**src/rtl/calc_alu_sequencer.sv**
```systemverilog
// calc_alu_sequencer: multi-cycle arithmetic controller for the keypad
// calculator datapath. Add/sub complete in one working cycle. Multiply is
// a shift-add over operand magnitudes and divide is a restoring divide, each
// taking WIDTH iterations. The sign is applied in a final fix-up cycle.
module calc_alu_sequencer #(
    parameter int WIDTH = 10
) (
    input  logic             clk,
    input  logic             rst,
    input  logic             start,
    input  logic [3:0]       opcode,
    input  logic [WIDTH-1:0] operand_a,
    input  logic [WIDTH-1:0] operand_b,
    output logic             busy,
    output logic             done,
    output logic [WIDTH-1:0] result,
    output logic             ovf,
    output logic             err
);
    localparam int CW = $clog2(WIDTH + 1);
    localparam logic [3:0] OP_ADD = 4'd1;
    localparam logic [3:0] OP_SUB = 4'd2;
    localparam logic [3:0] OP_MUL = 4'd3;
    localparam logic [3:0] OP_DIV = 4'd4;
    localparam logic [CW-1:0] ITER_INIT = CW'(WIDTH);
    localparam logic [CW-1:0] ITER_LAST = CW'(1);
    localparam logic [WIDTH-1:0] ZERO_W = {WIDTH{1'b0}};
    localparam logic [WIDTH-1:0] ONE_W  = {{(WIDTH-1){1'b0}}, 1'b1};
    // Largest magnitude representable when negative (2^(WIDTH-1)) and positive.
    localparam logic [2*WIDTH-1:0] NEG_LIM = {{WIDTH{1'b0}}, 1'b1, {(WIDTH-1){1'b0}}};
    localparam logic [2*WIDTH-1:0] POS_LIM = NEG_LIM - {{(2*WIDTH-1){1'b0}}, 1'b1};

    typedef enum logic [2:0] {
        S_IDLE   = 3'd0,
        S_LOAD   = 3'd1,
        S_MUL_IT = 3'd2,
        S_DIV_IT = 3'd3,
        S_FIX    = 3'd4,
        S_DONE   = 3'd5
    } state_t;

    state_t             state_r;
    logic [3:0]         op_r;
    logic [WIDTH-1:0]   a_r;
    logic [WIDTH-1:0]   b_r;
    logic               neg_r;
    logic               is_div_r;
    logic [2*WIDTH-1:0] acc_r;
    logic [2*WIDTH-1:0] mcand_r;
    logic [WIDTH-1:0]   mplier_r;
    logic [WIDTH-1:0]   divisor_r;
    logic [WIDTH-1:0]   rem_r;
    logic [WIDTH-1:0]   quot_r;
    logic [CW-1:0]      iter_r;

    logic [WIDTH:0]     sum_s;
    logic [WIDTH:0]     diff_s;
    logic [WIDTH-1:0]   abs_a_s;
    logic [WIDTH-1:0]   abs_b_s;
    logic [WIDTH:0]     shifted_s;
    logic               fits_s;
    logic [WIDTH-1:0]   trial_s;
    logic [2*WIDTH-1:0] fix_mag_s;
    logic               fix_ovf_s;
    logic [WIDTH-1:0]   fix_res_s;

    // Magnitude of a two's-complement value; -2^(WIDTH-1) maps to 2^(WIDTH-1) unsigned.
    function automatic logic [WIDTH-1:0] abs_val(input logic [WIDTH-1:0] v);
        if (v[WIDTH-1]) begin
            abs_val = ~v + ONE_W;
        end else begin
            abs_val = v;
        end
    endfunction

    // Datapath: add/sub at WIDTH+1 bits, restoring-divide trial step, sign fix-up.
    always_comb begin
        sum_s     = {a_r[WIDTH-1], a_r} + {b_r[WIDTH-1], b_r};
        diff_s    = {a_r[WIDTH-1], a_r} - {b_r[WIDTH-1], b_r};
        abs_a_s   = abs_val(a_r);
        abs_b_s   = abs_val(b_r);
        shifted_s = {rem_r, quot_r[WIDTH-1]};
        fits_s    = (shifted_s >= {1'b0, divisor_r});
        trial_s   = shifted_s[WIDTH-1:0] - divisor_r;
        if (is_div_r) begin
            fix_mag_s = {{WIDTH{1'b0}}, quot_r};
        end else begin
            fix_mag_s = acc_r;
        end
        if (neg_r) begin
            fix_ovf_s = (fix_mag_s > NEG_LIM);
            fix_res_s = ~fix_mag_s[WIDTH-1:0] + ONE_W;
        end else begin
            fix_ovf_s = (fix_mag_s > POS_LIM);
            fix_res_s = fix_mag_s[WIDTH-1:0];
        end
    end

    // Sequencer FSM with registered handshake, result and flags.
    always_ff @(posedge clk or posedge rst) begin
        if (rst) begin
            state_r   <= S_IDLE;
            op_r      <= 4'd0;
            a_r       <= ZERO_W;
            b_r       <= ZERO_W;
            neg_r     <= 1'b0;
            is_div_r  <= 1'b0;
            acc_r     <= {(2*WIDTH){1'b0}};
            mcand_r   <= {(2*WIDTH){1'b0}};
            mplier_r  <= ZERO_W;
            divisor_r <= ZERO_W;
            rem_r     <= ZERO_W;
            quot_r    <= ZERO_W;
            iter_r    <= {CW{1'b0}};
            busy      <= 1'b0;
            done      <= 1'b0;
            result    <= ZERO_W;
            ovf       <= 1'b0;
            err       <= 1'b0;
        end else begin
            case (state_r)
                S_IDLE: begin
                    done <= 1'b0;
                    if (start) begin
                        op_r    <= opcode;
                        a_r     <= operand_a;
                        b_r     <= operand_b;
                        busy    <= 1'b1;
                        state_r <= S_LOAD;
                    end else begin
                        busy <= 1'b0;
                    end
                end
                S_LOAD: begin
                    case (op_r)
                        OP_ADD, OP_SUB: begin
                            if (op_r == OP_ADD) begin
                                result <= sum_s[WIDTH-1:0];
                                ovf    <= sum_s[WIDTH] ^ sum_s[WIDTH-1];
                            end else begin
                                result <= diff_s[WIDTH-1:0];
                                ovf    <= diff_s[WIDTH] ^ diff_s[WIDTH-1];
                            end
                            err     <= 1'b0;
                            busy    <= 1'b0;
                            done    <= 1'b1;
                            state_r <= S_DONE;
                        end
                        OP_MUL, OP_DIV: begin
                            if ((op_r == OP_DIV) && (b_r == ZERO_W)) begin
                                result  <= ZERO_W;
                                ovf     <= 1'b0;
                                err     <= 1'b1;
                                busy    <= 1'b0;
                                done    <= 1'b1;
                                state_r <= S_DONE;
                            end else begin
                                neg_r     <= a_r[WIDTH-1] ^ b_r[WIDTH-1];
                                is_div_r  <= (op_r == OP_DIV);
                                acc_r     <= {(2*WIDTH){1'b0}};
                                mcand_r   <= {{WIDTH{1'b0}}, abs_a_s};
                                mplier_r  <= abs_b_s;
                                divisor_r <= abs_b_s;
                                rem_r     <= ZERO_W;
                                quot_r    <= abs_a_s;
                                iter_r    <= ITER_INIT;
                                if (op_r == OP_DIV) begin
                                    state_r <= S_DIV_IT;
                                end else begin
                                    state_r <= S_MUL_IT;
                                end
                            end
                        end
                        default: begin
                            result  <= ZERO_W;
                            ovf     <= 1'b0;
                            err     <= 1'b1;
                            busy    <= 1'b0;
                            done    <= 1'b1;
                            state_r <= S_DONE;
                        end
                    endcase
                end
                S_MUL_IT: begin
                    if (mplier_r[0]) begin
                        acc_r <= acc_r + mcand_r;
                    end else begin
                        acc_r <= acc_r;
                    end
                    mcand_r  <= mcand_r << 1;
                    mplier_r <= mplier_r >> 1;
                    iter_r   <= iter_r - ITER_LAST;
                    if (iter_r == ITER_LAST) begin
                        state_r <= S_FIX;
                    end else begin
                        state_r <= S_MUL_IT;
                    end
                end
                S_DIV_IT: begin
                    if (fits_s) begin
                        rem_r  <= trial_s;
                        quot_r <= {quot_r[WIDTH-2:0], 1'b1};
                    end else begin
                        rem_r  <= shifted_s[WIDTH-1:0];
                        quot_r <= {quot_r[WIDTH-2:0], 1'b0};
                    end
                    iter_r <= iter_r - ITER_LAST;
                    if (iter_r == ITER_LAST) begin
                        state_r <= S_FIX;
                    end else begin
                        state_r <= S_DIV_IT;
                    end
                end
                S_FIX: begin
                    result  <= fix_res_s;
                    ovf     <= fix_ovf_s;
                    err     <= 1'b0;
                    busy    <= 1'b0;
                    done    <= 1'b1;
                    state_r <= S_DONE;
                end
                S_DONE: begin
                    done    <= 1'b0;
                    busy    <= 1'b0;
                    state_r <= S_IDLE;
                end
                default: begin
                    busy    <= 1'b0;
                    done    <= 1'b0;
                    state_r <= S_IDLE;
                end
            endcase
        end
    end
endmodule
```
**config.mk**
```make
export PLATFORM = sky130hd
export DESIGN_NAME = calc_alu_sequencer
export DESIGN_NICKNAME = d
export VERILOG_FILES = /design/src/rtl/calc_alu_sequencer.sv
export SDC_FILE = /design/constraint.sdc
export NUM_CORES = 1
export LEC_CHECK = 0
export CORE_AREA = 2 2 146 148
export DETAILED_ROUTE_END_ITERATION = 10
export DIE_AREA = 0 0 148 150
export PLACE_DENSITY = 0.59
export SLEW_MARGIN = 20
export SYNTH_ARGS = -nofsm -noshare
export SYNTH_HDL_FRONTEND = slang
export SYNTH_SLANG_ARGS = --single-unit
```
**constraint.sdc**
```tcl
create_clock -name clk -period 5.3 [get_ports clk]
set_input_delay 1.06 -clock clk [delete_from_list [all_inputs] [get_ports clk]]
set_output_delay 1.06 -clock clk [all_outputs]
set_load 0.05 [all_outputs]
```
# [After elaboration in Yosys (flattened, before gate mapping)]
# Cells that the tools add are included.
[word_totals] elab_cells=118 latchBits=0 memories=0 ram_bits=0 ff_bits=127 inputBits=27 mem_bits_ro=0
[op_classes] order_cmp=3 shifts=0 addsub=8 bitwise_logic=8 multipliers=0 n_mux=49 reduce_logical=18 div_mod_pow=0 n_eq_ne=14
[op_table] cell="two-way mux 10 bit" count=12
[op_table] cell="two-way mux 20 bit" count=6
[op_table] cell="one-hot mux 10 bit (2 select lines)" count=5
[op_table] cell="one-hot mux 20 bit (2 select lines)" count=2
[op_table] cell="adder 10 x 1 -> 10 bit, second input constant" count=3
[op_table] cell="inverter 10 bit" count=3
[op_table] cell="adder 20 bit" count=1
[op_table] cell="greater-than comparator 20 x 10 -> 1 bit, second input constant" count=1
[op_table] cell="greater-than comparator 20 x 9 -> 1 bit, second input constant" count=1
[op_table] cell="two-way mux 3 bit" count=5
[op_table] cell="one-hot mux 3 bit (5 select lines)" count=1
[op_table] cell="AND reduction 3 bit" count=4
[op_table] cell="adder 10 x 10 -> 11 bit" count=1
[op_table] cell=">= comparator 11 x 10 -> 1 bit" count=1
[op_table] cell="subtractor 10 x 10 -> 11 bit" count=1
[op_table] cell="logical NOT 10 bit" count=1
[op_table] cell="subtractor 10 bit" count=1
[op_table] cell="two-way mux 1 bit" count=9
[op_table] cell="== test 4 x 1 -> 1 bit, second input constant" count=2
[op_table] cell="== test 4 x 2 -> 1 bit, second input constant" count=2
[op_table] cell="two-way mux 4 bit" count=2
[op_table] cell="inequality test 2 bit, second input constant" count=4
[op_table] cell="one-hot mux 1 bit (2 select lines)" count=4
[op_table] cell="one-hot mux 4 bit (2 select lines)" count=1
[op_table] cell="15 further kinds" count=27

# [Depth between registers and ports, before layout]
[logic_depth] word_depth=6 depth_mapped=12

# [Worst setup path after synthesis]
# OpenSTA, ideal clock, no wires.
[synth_timing] path_type="register to register" start="reg is_div_r" end="reg result[8]" required_time_ns=5.158 stages_incl_launch_ff=12 slack_ns=2.690 arrival_time_ns=2.467 path_cell_list="dfrtp_1 -> buf_2 -> buf_2 -> buf_1 -> mux2_2 -> inv_1 -> ha_1 -> o21ai_0 -> or2_2 -> o21ai_0 -> xnor2_1 -> o221ai_1"
[synth_via] elab_chain_cells=5
[synth_rtl] element="start, declared" line_no="47" rtl="logic is_div_r;"
[synth_rtl] element="start signal, assigned" line_no="159" rtl="is_div_r <= (op_r == OP_DIV);"
[synth_rtl] element="two-way mux 20 bit *" line_no="85" rtl="if (is_div_r) begin"
[synth_rtl] element="inverter 10 bit" line_no="92" rtl="fix_res_s = ~fix_mag_s[WIDTH-1:0] + ONE_W;"
[synth_rtl] element="adder 10 x 1 -> 10 bit" line_no="92"
[synth_rtl] element="two-way mux 10 bit *" line_no="90" rtl="if (neg_r) begin"
[synth_rtl] element="one-hot mux 10 bit (2 select lines) *" line_no="121" rtl="case (state_r)"
[synth_rtl] element="end signal, assigned" line_no="138" rtl="result <= sum_s[WIDTH-1:0];"
[synth_rtl] element="end signal, assigned" line_no="141" rtl="result <= diff_s[WIDTH-1:0];"
[synth_rtl] element="end signal, assigned" line_no="215" rtl="result <= fix_res_s;"
[synth_rtl] element="end, declared" line_no="16" rtl="output logic [WIDTH-1:0] result,"
# Mark *: on every way between the ends. The rest lies on a longest branch, timed or not.
# A chain may end at the register's enable or synchronous reset.

# [Worst setup path after layout]
[layout_timing] start="reg b_r[1]" end="reg mplier_r[9]"
[layout_via] elab_chain_cells=6
[layout_rtl] element="start, declared" line_no="45" rtl="logic [WIDTH-1:0] b_r;"
[layout_rtl] element="start signal, assigned" line_no="127" rtl="b_r <= operand_b;"
[layout_rtl] element="inverter 10 bit" line_no="70" rtl="abs_val = ~v + ONE_W;"
[layout_rtl] element="adder 10 x 1 -> 10 bit" line_no="70"
[layout_rtl] element="two-way mux 10 bit" line_no="69" rtl="if (v[WIDTH-1]) begin"
[layout_rtl] element="two-way mux 10 bit" line_no="150" rtl="if ((op_r == OP_DIV) && (b_r == ZERO_W)) begin"
[layout_rtl] element="two-way mux 10 bit" line_no="135" rtl="case (op_r)"
[layout_rtl] element="one-hot mux 10 bit (2 select lines)" line_no="121"
[layout_rtl] element="end signal, assigned" line_no="162" rtl="mplier_r <= abs_b_s;"
[layout_rtl] element="end signal, assigned" line_no="191" rtl="mplier_r <= mplier_r >> 1;"
[layout_rtl] element="end, declared" line_no="50" rtl="logic [WIDTH-1:0] mplier_r;"
# Several ways; a longest one is shown, not always the timed one. The select of a mux whose other input is x is not followed.

==> summary.md <==
| Metric | Value |
|---|---|
| Status | `complete, no violations` |
| Clk network pwr share | `0.211` |
| Reg clk slew, reported paths | `0.06 ns` |
| Post-CTS Hold Buffers | `0` |
| Horiz. Die Dim | `~150 um` |
| Worst path cell trace | `inv_1, ha_1, nand3_2, o311ai_2, a21oi_2, nand2_2, or4_1, a21oi_1` |
| Pre-CTS setup slack | `2.32 ns` |
| Syn nets | `approximately 1000` |
| Crit path kind | `flop to flop` |
| CP Buf/Inv Count | `1` |
| Port Buffers | `40` |
| Largest net degree at the start of global routing | `around 100` |
| Netlist Area Pre-Place | `roughly 8100 sq um` |
| Delay-heaviest family, CP | `simple AND/OR/NAND/NOR gates` |
| Vias per inst | `around 5.3` |
| CTS resizes | `0` |
| Fin crit period | `2.99 ns` |
| Final Util | `0.454` |
| Die Y | `150 um` |
| Async SR Flop Fraction | `1.00` |
| Nets | `1026` |
| Routability cong. | `0.873` |
| # DRC | `0` |
| H-Tree Depth | `4` |
| Worst slew pin tran | `0.993 ns` |
| Final setup vio count | `0` |
| Post-synth top area share | `0.392` |
| Vias in the first global route | `6312` |
| Worst-case vdd ir drop | `0.362 mV` |
| WP data arrival | `~3.3 ns` |
| Endpoint class of the critical path | `flop` |
| Post-DP HPWL | `14.3 mm` |
| Max Root-Sink Buffers | `2` |
| Critical Path Max Stage Delay | `0.75 ns` |
| TritonRoute pass-1 iters | `5` |
| Final hold vios | `0` |
| First-pass GRT wire length | `33.4 mm` |
| Slew margin rel. | `0.336` |
| Crit path max fanout | `47` |
| Final Max Slew Viols | `0` |
| # rows | `53` |
| DIE AREA | `between 20000 and 25000 sq um` |
| Main synth FF type | `dfrtp_1` |
| CTS tree | `yes` |
| Cells after synthesis | `916` |
| I/O pins | `41` |
| Register area share after synthesis | `0.392` |
| Count of different cell masters after synthesis | `62` |
| CTS Sinks | `around 130` |
| Total routed wirelength | `20.0 mm` |
| Number of CTS-inserted buffers | `17` |
| Placed Cells | `1197` |
| GRT overflow | `0` |
| Clk root buf | `clkbuf_16` |
| Initial Util | `0.392` |
| Avg Cell Area, Syn | `8.85 sq um` |
| Critical Path RT | `5.64 ns` |
| YS warnings | `0` |
| Core Area | `20700 sq um` |
| Leading area contributor after synthesis | `dfrtp_1` |
| Area contributors post-synth | `dfrtp_1, ha_1, o21ai_0` |
| PwrDens | `652 nW/um^2` |
| Unrepaired setup endpoints after global routing | `no` |
| Max-cap violations | `0` |
| Final hold slack | `0.474 ns` |
| Worst min path class | `flop to flop` |
| Initial antenna violation count | `0` |
| CP max stage cell | `or4_1` |
| Sw Ratio | `0.435` |
| Leak | `4.07 nW` |
| Post-DRT Antenna Nets | `0` |
| Worst setup SP type | `flop` |
| Reg power frac | `0.290` |
| Min setup slack post-route | `2.31 ns` |
| Total GRT Usage | `0.190` |
| Fin crit share | `0.563` |
| Setup Buffers After CTS | `0` |
| Share of cells above drive strength 1 | `0.0849` |
| Max Clock Freq | `335 MHz` |
| Internal power | `between 3 and 4 mW` |
| Routed len/inst | `between 15 and 20 um` |
| N_diodes | `0` |
| Setup_tns | `0 ns` |
| Cell Count, Final, Fillers Out | `1229` |
| Vias post-DR | `6543` |
| Clk_skew | `0.0101 ns` |
| Sw power | `between 2 and 3 mW` |
| Drt initial violations | `358` |
| Clock Latency Late Sink | `between 0.4 and 0.5 ns` |
| Area growth from synthesis to layout | `15.8%` |
| Seq cells post-synth | `127` |
| Post-synth EDFFs | `0` |
| Combinational Power Share | `0.499` |
layout by cell type (no fill, tap or decap), drive strengths merged, types with 12 or more instances in the layout:
master,Yosys,final
a21boi,12,12
nor2,53,53
xnor2,34,34
clkdlybuf4s50,0,40
dfrtp,127,127
o21ai,121,121
ha,54,54
a21oi,49,49
mux2i,23,23
inv,42,43
nand3,35,35
nor3,23,23
o31ai,18,18
nand2,127,127
clkbuf,26,20
xor2,21,21
mux2,16,16
synthesized netlist by cell type (all sizes together) (3+ instances only):
| cell type | instances |
|---|---|
| a31oi | 3 |
| ha | 54 |
| dfrtp | 127 |
| o211ai | 4 |
| mux2i | 23 |
| fa | 4 |
| nand3 | 35 |
| or2 | 6 |
| inv | 42 |
| and2 | 4 |
| buf | 15 |
| nand2 | 127 |
| nand4 | 4 |
| a31o | 6 |
| mux2 | 16 |
| nor3b | 7 |
| nor4 | 5 |
| o221ai | 5 |
| a21o | 9 |
| o21bai | 4 |
| o31ai | 18 |
| nor3 | 23 |
| o21ai | 121 |
| a21oi | 49 |
| a21boi | 12 |
| a211oi | 5 |
| xor2 | 21 |
| o41ai | 4 |
| nor2 | 53 |
| clkbuf | 26 |
| nand2b | 11 |
| xnor2 | 34 |
| o21a | 4 |
| nor2b | 11 |
state kept, by name, summed over array words and instances (netlist names):
register   count
acc_r         20
mcand_r       20
a_r           10
b_r           10
divisor_r     10
mplier_r      10
quot_r        10
rem_r         10
result        10
iter_r         4
op_r           4
state_r        3
busy           1
done           1
err            1
is_div_r       1
neg_r          1
ovf            1
path summary, 6_finish.rpt:
path                       cells after the start   startpoint     endpoint  slack, ns
hold reg to reg                                2  mplier_r[4]  mplier_r[3]       0.47
hold / removal                                 2  mplier_r[4]  mplier_r[3]       0.47
min in group asynchronous                      2          rst    iter_r[2]       1.21
setup / recovery                               8       b_r[1]  mplier_r[9]       2.31
setup reg to reg                               8       b_r[1]  mplier_r[9]       2.31
max in group asynchronous                      3          rst       a_r[4]       3.21
area by class of cell:
class	count	area, sq um
fillers	2056	11300
multi-input cells	706	4610
flip-flops and latches	127	3180
clock buffers	20	467
repair buffers	47	453
well taps	275	344
clock inverters	12	183
inverters	42	163
through the flow:
stage,instance area [sq um],power (mW)
floorplan,8110,4.07
global placement,8740,4.83
detailed placement,8740,4.84
CTS,9390,6.15
global route,9390,6.62
finish,9390,6.13
power by group through the flow:
stage,registers [mW],logic (mW),clock network [mW]
2_1_floorplan,1.74,2.32,0
3_3_place_gp,1.79,3.04,0
3_5_place_dp,1.79,3.05,0
4_1_cts,1.78,3.07,1.31
5_1_grt,1.85,3.42,1.35
6_report,1.78,3.06,1.29
kinds of logic after synthesis:
| group | Yosys count | synth area share |
|---|---|---|
| AND/OR/NAND/NOR | 296 | 0.170 |
| AO/OA/AOI/OAI | 258 | 0.193 |
| adder cells (fa/ha/maj) | 58 | 0.0932 |
| buffers and inverters | 83 | 0.0420 |
| flip-flops | 127 | 0.392 |
| multiplexers | 39 | 0.0506 |
| XOR/XNOR | 55 | 0.0594 |
worst register-to-register path: stages (launching register included):
cell,delay (ns)
dfrtp_1,0.43
inv_1,0.16
ha_1,0.28
nand3_2,0.14
o311ai_2,0.13
a21oi_2,0.24
nand2_2,0.58
or4_1,0.78
a21oi_1,0.16
per-layer routing:
| layer | routed length (um) | GRT usage |
|---|---|---|
| met1 | 9920 | 0.267 |
| met2 | 9140 | 0.305 |
| met3 | 652 | 0.0341 |
| met4 | 266 | 0.0486 |
| met5 | 0 | 0 |
Note: power is estimated with default switching activity, not from simulation.
